$ cat src/rtl/fp_to_fixed.sv
// IEEE-754 single-precision to signed Q(OUT_W-FRAC_BITS).FRAC_BITS converter, one bit of alignment per cycle.
// Define FP2FIX_ROUND_EN for round-to-nearest-even; otherwise the magnitude is truncated toward zero.
module fp_to_fixed #(
  parameter int OUT_W     = 32,
  parameter int FRAC_BITS = 16
) (
  input  logic             clk,
  input  logic             rst_n,
  input  logic             in_valid,
  output logic             in_ready,
  input  logic [31:0]      in_data,
  output logic             out_valid,
  input  logic             out_ready,
  output logic [OUT_W-1:0] out_data,
  output logic             out_sat
);

  // state | meaning
  // IDLE  | waiting for an operand, in_ready=1
  // ALIGN | shifting the magnitude one bit per cycle
  // ROUND | rounding, range check and sign application
  // OUT   | result held until out_ready
  typedef enum logic [1:0] {IDLE, ALIGN, ROUND, OUT} state_t;

  localparam int CNT_W = 8;
  localparam int MAX_RSH = 26;
  localparam logic signed [11:0] SAT_LIM = 12'(OUT_W - 25);

  state_t r_state, w_next;

  logic [OUT_W-1:0] r_mag;
  logic             r_guard;
  logic             r_sticky;
  logic [CNT_W-1:0] r_cnt;
  logic             r_left;
  logic             r_sign;
  logic             r_force_sat;
  logic [OUT_W-1:0] r_out_data;
  logic             r_out_sat;

  logic               w_sign;
  logic [7:0]         w_exp;
  logic [22:0]        w_frac;
  logic signed [11:0] w_shift;
  logic signed [11:0] w_neg;
  logic [CNT_W-1:0]   w_cnt;
  logic               w_is_zero;
  logic               w_is_special;
  logic               w_force_sat;
  logic               w_sat_neg;
  logic               w_skip_align;

  assign w_sign = in_data[31];
  assign w_exp  = in_data[30:23];
  assign w_frac = in_data[22:0];

  always_comb begin
    w_shift      = $signed({4'b0000, w_exp}) - 12'sd150 + $signed(12'(FRAC_BITS));
    w_neg        = -w_shift;
    w_is_zero    = (w_exp == 8'd0);
    w_is_special = (w_exp == 8'hFF);
    w_force_sat  = w_is_special || (!w_is_zero && (w_shift > SAT_LIM));
    // NaN always saturates positive; infinities follow their sign
    w_sat_neg    = w_sign && !(w_is_special && (w_frac != 23'd0));
    w_cnt        = '0;
    if (w_shift < 0) begin
      if (w_neg > 12'(MAX_RSH)) w_cnt = CNT_W'(MAX_RSH);
      else                      w_cnt = w_neg[CNT_W-1:0];
    end else begin
      w_cnt = w_shift[CNT_W-1:0];
    end
    w_skip_align = w_is_zero || w_force_sat || (w_cnt == '0);
  end

  logic             w_inc;
  logic [OUT_W:0]   w_mag_rnd;
  logic [OUT_W:0]   w_limit;
  logic             w_ovf;
  logic [OUT_W-1:0] w_sat_val;
  logic [OUT_W-1:0] w_result;
  logic             w_unused;

`ifdef FP2FIX_ROUND_EN
  assign w_inc = r_guard && (r_sticky || r_mag[0]);
`else
  assign w_inc = 1'b0;
`endif
  assign w_unused = &{1'b0, r_sticky, r_guard};

  always_comb begin
    w_mag_rnd = {1'b0, r_mag} + {{OUT_W{1'b0}}, w_inc};
    // a negative result may reach exactly -2^(OUT_W-1)
    w_limit   = r_sign ? {2'b01, {(OUT_W-1){1'b0}}} : {2'b00, {(OUT_W-1){1'b1}}};
    w_ovf     = r_force_sat || (w_mag_rnd > w_limit);
    w_sat_val = r_sign ? {1'b1, {(OUT_W-1){1'b0}}} : {1'b0, {(OUT_W-1){1'b1}}};
    if (w_ovf)       w_result = w_sat_val;
    else if (r_sign) w_result = -w_mag_rnd[OUT_W-1:0];
    else             w_result = w_mag_rnd[OUT_W-1:0];
  end

  always_ff @(posedge clk or negedge rst_n) begin
    if (!rst_n) r_state <= IDLE;
    else        r_state <= w_next;
  end

  always_comb begin
    w_next = r_state;
    case (r_state)
      IDLE:    if (in_valid) w_next = w_skip_align ? ROUND : ALIGN;
      ALIGN:   if (r_cnt == CNT_W'(1)) w_next = ROUND;
      ROUND:   w_next = OUT;
      OUT:     if (out_ready) w_next = IDLE;
      default: w_next = IDLE;
    endcase
  end

  always_comb begin
    in_ready  = (r_state == IDLE);
    out_valid = (r_state == OUT);
    out_data  = r_out_data;
    out_sat   = r_out_sat;
  end

  always_ff @(posedge clk or negedge rst_n) begin
    if (!rst_n) begin
      r_mag       <= '0;
      r_guard     <= 1'b0;
      r_sticky    <= 1'b0;
      r_cnt       <= '0;
      r_left      <= 1'b0;
      r_sign      <= 1'b0;
      r_force_sat <= 1'b0;
      r_out_data  <= '0;
      r_out_sat   <= 1'b0;
    end else begin
      case (r_state)
        IDLE: begin
          if (in_valid) begin
            r_guard     <= 1'b0;
            r_sticky    <= 1'b0;
            r_left      <= (w_shift > 0);
            r_force_sat <= w_force_sat;
            // zero and denormal operands flush to +0, so -0.0 also yields 0
            if (w_is_zero || w_force_sat) begin
              r_mag  <= '0;
              r_cnt  <= '0;
              r_sign <= w_force_sat ? w_sat_neg : 1'b0;
            end else begin
              r_mag  <= OUT_W'({1'b1, w_frac});
              r_cnt  <= w_cnt;
              r_sign <= w_sign;
            end
          end
        end
        ALIGN: begin
          r_cnt <= r_cnt - CNT_W'(1);
          if (r_left) begin
            r_mag <= {r_mag[OUT_W-2:0], 1'b0};
          end else begin
            r_mag    <= {1'b0, r_mag[OUT_W-1:1]};
            r_guard  <= r_mag[0];
            r_sticky <= r_sticky | r_guard;
          end
        end
        ROUND: begin
          r_out_data <= w_result;
          r_out_sat  <= w_ovf;
        end
        default: ;
      endcase
    end
  end

endmodule

$ cat config.mk
export PLATFORM = sky130hd
export DESIGN_NAME = fp_to_fixed
export DESIGN_NICKNAME = d
export VERILOG_FILES = /design/src/rtl/fp_to_fixed.sv
export SDC_FILE = /design/constraint.sdc
export NUM_CORES = 1
export LEC_CHECK = 0
export ABC_AREA = 1
export CORE_MARGIN = 2
export CORE_UTILIZATION = 33
export DETAILED_ROUTE_END_ITERATION = 7
export SLEW_MARGIN = 20
export SYNTH_ARGS = -nofsm -noshare
export SYNTH_HDL_FRONTEND = slang
export SYNTH_SLANG_ARGS = --single-unit
$ cat constraint.sdc
create_clock -name clk -period 6 [get_ports clk]
set_input_delay 0.9 -clock clk [delete_from_list [all_inputs] [get_ports clk]]
set_output_delay 0.9 -clock clk [all_outputs]
set_load 0.03 [all_outputs]
After elaboration in Yosys (flattened, before gate mapping)
Cells that the tools add are included.
Word-level totals
  bits in registers: 78
  output and inout port bits: 35
  logic and storage cells: 63
Cells by class
  add/subtract/negate cells: 5
  order comparisons: 5
  equal/unequal tests: 8
  muxes and demuxes: 20
  reduce and logical (&&, ||, !) cells: 17
Operators with widths (count)
  two-way mux 32 bit: 6
  one-hot mux 32 bit (2 select lines): 1
  > comparator 32 bit: 1
  two-way mux 8 bit: 4
  negation 32 bit: 1
  two-way mux 24 bit: 1
  nonzero test 23 bit: 1
  zero test 8 bit: 2
  one-hot mux 8 bit (2 select lines): 1
  > comparator 12 x 6 -> 1 bit, second input constant: 1
  negation 10 -> 12 bit: 1
  adder 9 x 6 -> 10 bit, second input constant: 1
  > comparator 10 x 1 -> 1 bit, second input constant: 1
  > comparator 10 x 4 -> 1 bit, second input constant: 1
  less-than comparator 10 x 1 -> 1 bit, second input constant: 1
  subtractor 8 x 8 -> 9 bit, second input constant: 1
  == test 8 x 1 -> 1 bit, second input constant: 1
  == test 8 bit, second input constant: 1
  two-way mux 2 bit: 4
  one-hot mux 2 bit (4 select lines): 1
  subtractor 8 x 1 -> 8 bit, second input constant: 1
  == test 2 bit, second input constant: 2
  logical OR 1 bit: 4
  inequality test 2 bit, second input constant: 2
  other kinds (9): 14

Depth between registers and ports, before layout
Gate-level depths: netlist (run 1).
  depth after elaboration: 11
  mapped depth: 25
  gate-level depth less buffers: 25

Worst setup path before layout (run 1)
OpenSTA, ideal clock, no wires.
  path kind: input-to-reg
  start: in in_data[24]
  end: reg r_mag[10]
  setup time: 0.081 ns
  data arrival time: 2.907 ns
  data required time: 5.919 ns
  path slack: 3.011 ns
  stages on the path: 19
  cell sequence: ha_1 > inv_1 > nand2_2 > nand2_2 > nand2_2 > nand2_2 > inv_1 > ha_1 > nand3_1 > nand2_1 > nor2_1 > nand4_2 > a21oi_2 > nand2_2 > nor2_4 > buf_6 > buf_8 > nand2_2 > a31oi_2
On the way
  cells in the longest elaborated chain, start to end: 9
  elaborated cells on any way between the ends: 12
  classes of those cells: add/sub: 2; order compare: 1; eq/ne: 1; mux: 3; reduce/logical: 5
Ends and longest elaborated chain
  start: declaration: line 11  | input logic [31:0] in_data,
  subtractor 8 x 8 -> 9 bit: line 58  | w_shift = $signed({4'b0000, w_exp}) - 12'sd150 + $signed(12'(FRAC_BITS));
  adder 9 x 6 -> 10 bit: line 58
  > comparator 10 x 4 -> 1 bit: line 62  | w_force_sat = w_is_special || (!w_is_zero && (w_shift > SAT_LIM));
  logical AND 1 bit: line 62
  logical OR 1 bit: line 62
  logical OR 1 bit *: line 144  | if (w_is_zero || w_force_sat) begin
  two-way mux 24 bit *: line 144
  two-way mux 32 bit *: line 138  | if (in_valid) begin
  one-hot mux 32 bit (2 select lines) *: line 136  | case (r_state)
  end signal: assignment: line 149  | r_mag <= OUT_W'({1'b1, w_frac});
  end signal: assignment: line 158  | r_mag <= {r_mag[OUT_W-2:0], 1'b0};
  end signal: assignment: line 160  | r_mag <= {1'b0, r_mag[OUT_W-1:1]};
  end: declaration: line 31  | logic [OUT_W-1:0] r_mag;
Mark *: on every way between the ends. The rest lies on a longest branch, timed or not. The select of a mux whose other input is x is not followed.
A chain may end at the register's enable or synchronous reset.

Worst setup path in the final report (run 1)
  start: reg r_sign
  end: reg r_out_data[20] (netlist: out_data[20])
On the way
  cells in the longest elaborated chain, start to end: 4
  elaborated cells on any way between the ends: 6
  classes of those cells: order compare: 1; mux: 4; reduce/logical: 1
Ends and longest elaborated chain
  start: declaration: line 36  | logic r_sign;
  start signal: assignment: line 147  | r_sign <= w_force_sat ? w_sat_neg : 1'b0;
  start signal: assignment: line 151  | r_sign <= w_sign;
  two-way mux 32 bit: line 93, 95
  > comparator 32 bit: line 94  | w_ovf = r_force_sat || (w_mag_rnd > w_limit);
  logical OR 1 bit: line 94
  two-way mux 32 bit *: line 96  | if (w_ovf) w_result = w_sat_val;
  end signal: assignment: line 166  | r_out_data <= w_result;
  end: declaration: line 38  | logic [OUT_W-1:0] r_out_data;
Mark *: on every way between the ends. The rest lies on a longest branch, timed or not.

==> results.cfg, run 1 <==
[status]
outcome = finished clean

[floorplan]
fp-row-count = 49
die_w_um = 138
fp.dieArea_um2 = 19100
start_util_pct = 33.4
ios = 71
coreArea_um2 = 17800
die_h_um = 138

[grt]
grt_max_degree = 79
antenna_found_initial = 0
grt_overflow = 0
grt_pass1_vias = 5500
grtUsageTotal_pct = 16.9
grt_pass1_wl_um = 27200

[final_layout]
final_cells = 1103
multi_input_area_um2 = 3570
final_cell_area_um2 = 7110
final_nets = 955
drive_above_1_share_pct = 6.64
syn_to_final_growth_pct = 19.4
diodes = 0
seqCellArea_um2 = 1950
fin_util_pct = 39.8
nFillCells = 1870

[timing]
worst_slack_ns = 1.97
hold_viol_final = 0
drv_slew = 0
tightest_slew_ns = 1.03
final.setup.tns_ns = 0
min_period_ns = 4.03
max_freq_mhz = 248
skew_ns = 0.00615
holdWs_ns = 0.490
slew_headroom_pct = 31.0
setup_viol = 0
finalCritPeriodShare_pct = 67.1
rsz0062_at_grt = no

[setup_path]
worstReg2RegStart = r_sign
rr_endpoint = out_data[20]
worst_ep_arrival_time_ns = 4.29
crit_path_start_kind = flip-flop
critical_path_required_ns = 6.26
cp-end-kind = flip-flop
cp_max_fo = 31
r2r_cells = 14
regToRegSetupSlack_ns = 1.97
criticalPathCategory = reg2reg

[placed_design]
gp_routability_congestion = 0.839
place_ws_ns = 1.72
dpl-instance-area_um2 = 6830
dp.cells = 1089
dp_hpwl_um = 11500
io_buffer_count = 70

[clock_tree]
post_cts_buffers = 0
cts.repair.resized = 0
clockRootBuffer = clkbuf_16
numCtsBuffers = 9
htree_levels = 3
cts_tree = done
clockBufferDepth = 2
clkTransAtPathRegs_ns = 0.06
insertion_delay_ns = 0.34
cts-hold-fix-buffers = 0
cts_sinks = 78

[synthesis]
avgSynthCellArea_um2 = 7.27
yosys-top-cells-count = nor2_1, nand2_1, a21oi_1
async_flop_share_pct = 100
synth-seq-cells = 78
synth_top_cell_by_area = dfrtp_1
yosysMostFrequentCell = nor2_1
yosys_warnings = 0
synth.yosys.seq_area_share_pct = 32.8
ys_top_cells_by_area = dfrtp_1, ha_1, nor2_1
syn_nets = 903
synth_area_um2 = 5950
synth_edf_count = 0
synth_top_area_share_pct = 32.8
synth_flop_cell = dfrtp_1
synth.distinct_cells = 44
synthCells = 819

[detailed_routing]
first_iter_violations = 407
dr.pass1.iters = 6
wl_per_cell_um = 14.0
wl_um = 15500
ant_nets = 0
drcViolationCount = 0
vias = 5527
routed_via_density = 5.01

[hold_path]
hold_end = out_data[1]
hold_class = reg2reg
min_from = out_data[1]
holdPathStages = 2

[pwr]
p_total_mw = 4.01
pwr_density_cell_nw_per_um2 = 564
p_leak_nw = 3.21
peakVddDrop_mv = 0.300

[flow_run]
maxCapViolCount = 0
where the power goes:
group          switching (mW)  internal (mW)  total (mW)
registers               0.275          0.793        1.07
clock network           0.208          0.317       0.525
logic                    1.51          0.903        2.41
registers in the layout, indices dropped and copies added, names as in the netlist:
| signal | cells |
|---|---|
| r_cnt | 8 |
| r_state | 2 |
| out_data | 32 |
| r_sign | 1 |
| r_force_sat | 1 |
| r_left | 1 |
| r_mag | 32 |
| out_sat | 1 |
cell usage in the layout, fill, tap and decap left out, types with 3 or more instances in the layout:
master,count
nand4_1,9
a21oi_1,81
nor3_1,9
dfrtp_1,78
nor4_1,9
nand3_1,29
nor2_4,3
ha_1,48
o21ai_0,61
nor2_1,139
a31oi_1,17
xor2_1,30
inv_2,3
buf_4,4
a31oi_2,10
inv_1,75
clkdlybuf4s50_1,69
nand2_1,128
nand2_2,19
xnor2_1,7
clkbuf_1,3
clkbuf_16,9
o22ai_1,7
layout make-up:
type / count / area share, %
inverters: 79 / 4.21
flip-flops and latches: 78 / 27.5
clock inverters: 2 / 0.493
well taps: 229 / 4.03
repair buffers: 74 / 10.3
multi-input cells: 629 / 50.2
clock buffers: 12 / 3.33
worst max-delay path, stage by stage, from the launching register on:
cell	delay, ns
dfrtp_1	0.83
inv_1	0.52
ha_1	0.44
nand2_1	0.07
nor2_1	0.15
nand4_1	0.14
nor2_1	0.18
o21ai_0	0.15
nand4_1	0.14
nand2_1	0.06
nand2_1	0.16
nand2_1	0.09
nand2_1	0.72
a21oi_1	0.13
nor2_1	0.15
kinds of logic after synthesis:
| family | share of synthesized area (%) |
|---|---|
| flops | 32.8 |
| fa+ha+maj | 10.1 |
| compound gates | 18.8 |
| simple gates | 25.4 |
| xor+xnor | 5.45 |
| buf+inv | 7.44 |
how the worst max path moves through the flow:
stage | from | endpoint | slack (ns)
finish | r_sign | out_data[20] | 1.97
global route | r_sign | out_data[31] | 1.55
CTS | r_sign | out_data[17] | 1.96
detailed placement | in_data[24] | r_cnt[4] | 1.72
global placement | in_data[24] | r_cnt[0] | 1.84
floorplan | in_data[24] | r_mag[10] | 3.01
layer usage:
| metal | share of wire, % | global-route usage [%] | wire, um |
|---|---|---|---|
| met5 | 0 | 0 | 0 |
| met4 | 1.7 | 4.83 | 260 |
| met3 | 3.6 | 2.36 | 553 |
| met2 | 46 | 28.0 | 7120 |
| met1 | 49 | 23.2 | 7540 |
Power figures use the tool's default switching activity.
==> run 2, diff against run 1 <==
Clock period 6 ns to 3.49 ns, I/O delays scaled along.
==> run 2 against run 1 <==
  * Largest cell class unchanged
  * Sequential share of layout area down 0.31 points
  * Die area unchanged
  * Via count down 1.9%
  * Clock skew up 0.0045 ns
  * Critical endpoint is now r_state[0]
  * Global-route usage down 0.54 points
  * Register-to-register slack worse by 1.5 ns
  * Critical path depth up 10
  * Power up 73%
  * First-iteration DRC count up 0.49%
  * Critical path type is now in2reg
  * Combinational power up 75%
==> results.cfg, run 2 (synthesized netlist as in run 1, its figures left out) <==
[detailed_routing]
routed_via_density = 4.88
first_iter_violations = 409
wl_um = 15200
vias = 5421
drcViolationCount = 0
wl_per_cell_um = 13.7
ant_nets = 0
dr.pass1.iters = 5

[pwr]
peakVddDrop_mv = 0.448
p_int_mw = 3.49
pwr_density_cell_nw_per_um2 = 962
combPwrFrac_pct = 60.8
p_leak_nw = 3.25
p_sw_mw = 3.43
swShare_pct = 49.6
pwr-share-seq_pct = 26.5
clockPowerShare_pct = 12.7

[final_layout]
drive_above_1_share_pct = 7.93
final_nets = 963
fin_util_pct = 40.3
final_cell_area_um2 = 7190
syn_to_final_growth_pct = 20.8
layout_commonest_cell = nor2_1
multi_input_area_um2 = 3570
diodes = 0
final_cell_mix = nor2_1, nand2_1, a21oi_1, dfrtp_1, inv_1
nFillCells = 1872
seqCellArea_um2 = 1950

[setup_path]
cp-end-kind = flip-flop
worstReg2RegStart = r_mag[0]
criticalPathCategory = in2reg
cp_slowest_cell = clkdlybuf4s50_1
cp_cell_sequence = clkdlybuf4s50_1 -> ha_1 -> inv_1 -> nand2_2 -> nand2_2 -> nand2_2 -> nand2_2 -> inv_1 -> ha_1 -> inv_1 -> nand3_1 -> nand2_1 -> nor2_1 -> nand2_1 -> nand2_1 -> nand2_1 -> nor2_2 -> nand3_1 -> nand2_1 -> nand2_1 -> nor2_1 -> nand2_1 -> nand2_1 -> a21oi_1
critPathLaunch = in_data[25]
slowest_delay_ns = 0.54
worst_ep_arrival_time_ns = 3.29
rr_endpoint = out_data[28]
cp_max_fo = 5
critPathBufInv = 4
crit_top_cell = nand2_1
critical_path_required_ns = 3.71
regToRegSetupSlack_ns = 0.46
cp_top_family = simple AND/OR/NAND/NOR gates
crit_path_start_kind = input port
r2r_cells = 14

[timing]
finalCritPeriodShare_pct = 88.1
slew_headroom_pct = 42.7
max_freq_mhz = 325
final.setup.tns_ns = 0
skew_ns = 0.0107
rsz0062_at_grt = no
hold_viol_final = 0
setup_viol = 0
drv_slew = 0
tightest_slew_ns = 0.859
min_period_ns = 3.07

[flow_run]
maxCapViolCount = 0

[floorplan]
coreArea_um2 = 17800
fp.dieArea_um2 = 19100
fp-row-count = 49
start_util_pct = 33.4
ios = 71
die_h_um = 138
die_w_um = 138

[grt]
grt_pass1_vias = 5221
grt_max_degree = 79
grtUsageTotal_pct = 16.4
grt_overflow = 0
antenna_found_initial = 0
grt_pass1_wl_um = 26200

[clock_tree]
clockBufferDepth = 2
cts-hold-fix-buffers = 0
clockRootBuffer = clkbuf_16
insertion_delay_ns = 0.34
numCtsBuffers = 9
clkTransAtPathRegs_ns = 0.06
cts_tree = done
cts_sinks = 78
htree_levels = 3

[placed_design]
dpl-instance-area_um2 = 6910
dp_hpwl_um = 11700
io_buffer_count = 70
gp_routability_congestion = 0.847

[hold_path]
hold_class = in2async

[status]
outcome = finished clean
## run 2: worst max path at each step
stage               slack [ns]  depth (start not counted)      endpoint
floorplan                 0.51                         14  out_data[31]
global placement          0.05                         24    r_state[0]
detailed placement        0.02                         24    r_state[0]
CTS                       0.37                         24    r_state[0]
global route              0.08                         26    r_state[1]
finish                    0.42                         24    r_state[0]
## run 2: final cells by class
class | count | area share [%]
multi-input combinational | 629 | 49.7
inverter | 79 | 4.16
sequential | 78 | 27.2
timing repair buffer | 82 | 11.2
clock inverter | 3 | 0.279
clock buffer | 12 | 3.57
tap | 229 | 3.99
## run 2: layer usage
layer  GRT usage, %  part of all wire, %  vias up
met1           22.9                   50     2457
met5              0                    0        -
met2           26.8                   46       91
met4           4.24                  1.2        0
met3           2.22                  3.0       11
li1               -                    -     2862
## run 2: through the flow
| step | total power [mW] | worst slack (ns) | hold slack [ns] | cells |
|---|---|---|---|---|
| 4_1_cts | 6.97 | 0.372 | 0.400 | 1112 |
| 2_1_floorplan | 4.81 | 0.506 | 0.228 | 819 |
| 3_5_place_dp | 6.06 | 0.0223 | 0.480 | 1097 |
| 5_1_grt | 7.65 | 0.0754 | 0.294 | 1112 |
| 6_report | 6.92 | 0.416 | 0.194 | 1112 |
| 3_3_place_gp | 5.99 | 0.0503 | 0.477 | 1097 |
## run 2: repair_timing
item,CTS,global route
setup endpoints to repair,0,2
gates resized for setup,0,1
buffers inserted,0,0
## run 2: power by group through the flow
| stage | clock (mW) | sequential, mW | combinational [mW] |
|---|---|---|---|
| after floorplan | 0 | 2.10 | 2.71 |
| final | 0.882 | 1.83 | 4.21 |
| after global routing | 0.941 | 1.91 | 4.80 |
| after CTS | 0.907 | 1.83 | 4.24 |
| after detailed placement | 0 | 1.84 | 4.21 |
| after global placement | 0 | 1.84 | 4.16 |
==> run 3, diff against run 2 <==
Settings changed: REMOVE_ABC_BUFFERS set to 1, SLEW_MARGIN 20 to unset.
==> run 3 against run 2 <==
  * Sequential share of layout area down 0.13 points
  * Sequential power about the same
  * Critical path depth is the same
  * Die area did not move
  * Flip-flop and latch count did not move
  * Combinational power is 2% higher
  * Final cell count increased by 0.27%
  * Via count rose by 1.3%
  * Clock skew down 0.0039 ns
  * Core utilization increased by 0.19 points
  * Count of clock-buffer cells in the layout is 2 higher
  * Worst setup slack lost 0.013 ns
==> results.cfg, run 3 (synthesized netlist as in run 1, its figures left out) <==
[timing]
max_freq_mhz = 324
finalCritPeriodShare_pct = 88.5
hold_viol_final = 0
rsz0062_at_grt = no
holdWs_ns = 0.366
drv_slew = 0
min_period_ns = 3.09
skew_ns = 0.00680
slew_headroom_pct = 32.1
setup_viol = 0
tightest_slew_ns = 1.02

[setup_path]
cp-end-kind = flip-flop
criticalPathCategory = in2reg
rr_endpoint = out_data[28]
worst_ep_arrival_time_ns = 3.31
r2r_cells = 14
crit_path_start_kind = input port
critPathBufInv = 4
cp_cell_sequence = clkdlybuf4s50_1 -> ha_1 -> inv_1 -> nand2_2 -> nand2_2 -> nand2_2 -> nand2_2 -> inv_1 -> ha_1 -> inv_1 -> nand3_1 -> nand2_1 -> nor2_1 -> nand2_1 -> nand2_1 -> nand2_1 -> nor2_1 -> nand3_1 -> nand2_1 -> nand2_1 -> nor2_1 -> nand2_1 -> nand2_1 -> a21oi_1
regToRegSetupSlack_ns = 0.50
worstReg2RegStart = r_mag[1]
cp_top_family = simple AND/OR/NAND/NOR gates
cp_max_fo = 5
slowest_delay_ns = 0.55
crit_top_cell = nand2_1
critical_path_required_ns = 3.71
cp_slowest_cell = clkdlybuf4s50_1

[clock_tree]
post_cts_buffers = 0
cts_tree = done
numCtsBuffers = 9
cts.repair.resized = 0
htree_levels = 3
insertion_delay_ns = 0.34
clockRootBuffer = clkbuf_16
clockBufferDepth = 2
cts_sinks = 78
clkTransAtPathRegs_ns = 0.06
cts-hold-fix-buffers = 0

[final_layout]
final_nets = 966
drive_above_1_share_pct = 7.90
diodes = 0
final_cell_mix = nor2_1, nand2_1, a21oi_1, dfrtp_1, inv_1
syn_to_final_growth_pct = 21.4
nFillCells = 1879
layout_commonest_cell = nor2_1
fin_util_pct = 40.5

[floorplan]
die_h_um = 138
fp-row-count = 49
ios = 71
coreArea_um2 = 17800
start_util_pct = 33.4
fp.dieArea_um2 = 19100
die_w_um = 138

[pwr]
p_int_mw = 3.54
pwr-share-seq_pct = 26.1
p_leak_nw = 3.28
p_sw_mw = 3.45
swShare_pct = 49.4
peakVddDrop_mv = 0.393
combPwrFrac_pct = 61.4
pwr_density_cell_nw_per_um2 = 968
clockPowerShare_pct = 12.5

[detailed_routing]
ant_nets = 0
wl_um = 15500
routed_via_density = 4.93
first_iter_violations = 431
vias = 5494
dr.pass1.iters = 5
wl_per_cell_um = 13.9
drcViolationCount = 0

[placed_design]
io_buffer_count = 70
gp_routability_congestion = 0.843
dp_hpwl_um = 11300

[grt]
grt_pass1_wl_um = 26700
grt_max_degree = 79
grt_pass1_vias = 5348
grtUsageTotal_pct = 16.7
antenna_found_initial = 0
grt_overflow = 0

[status]
outcome = finished clean

[hold_path]
hold_class = in2async

[flow_run]
maxCapViolCount = 0
==> run 3: per-stage QoR <==
step | instances | total power, mW | instance area, um^2 | setup slack (ns) | TNS [ns]
after floorplan | 786 | 4.71 | 5810 | -1.23 | -22.29
after global placement | 1100 | 6.08 | 6950 | 0.124 | 0
after detailed placement | 1100 | 6.16 | 6950 | 0.0351 | 0
after CTS | 1115 | 7.05 | 7220 | 0.390 | 0
after global routing | 1115 | 7.71 | 7220 | 0.0723 | 0
final | 1115 | 6.99 | 7220 | 0.403 | 0
==> run 3: layout make-up <==
class / count / area [um^2] / area share (%)
Multi-Input combinational cell: 629 / 3570 / 49.4
Sequential cell: 78 / 1950 / 27.0
Timing Repair Buffer: 85 / 848 / 11.7
Inverter: 79 / 299 / 4.14
Tap cell: 229 / 287 / 3.97
Clock buffer: 14 / 264 / 3.66
Clock inverter: 1 / 5.00 / 0.0693
==> run 3: worst max-delay path by stage <==
stage	slack, ns	cells after the start	to	start
3_5_place_dp	0.04	24	r_state[0]	in_data[25]
3_3_place_gp	0.12	24	r_state[0]	in_data[25]
4_1_cts	0.39	24	r_state[0]	in_data[25]
6_report	0.40	24	r_state[0]	in_data[25]
2_1_floorplan	-1.23	7	r_mag[0]	r_state[1]
5_1_grt	0.07	25	r_state[1]	in_data[25]
==> run 3: layer usage <==
layer,GRT usage [%],part of all wire (%)
met5,0,0
met4,4.14,1.5
met3,2.39,4.0
met2,27.6,46
met1,23.1,48
==> run 3: power by group through the flow <==
stage	registers [mW]	clock network, mW	logic, mW
after detailed placement	1.83	0	4.32
after global routing	1.91	0.938	4.86
after global placement	1.83	0	4.25
after CTS	1.82	0.896	4.33
final	1.82	0.872	4.30
after floorplan	2.17	0	2.54
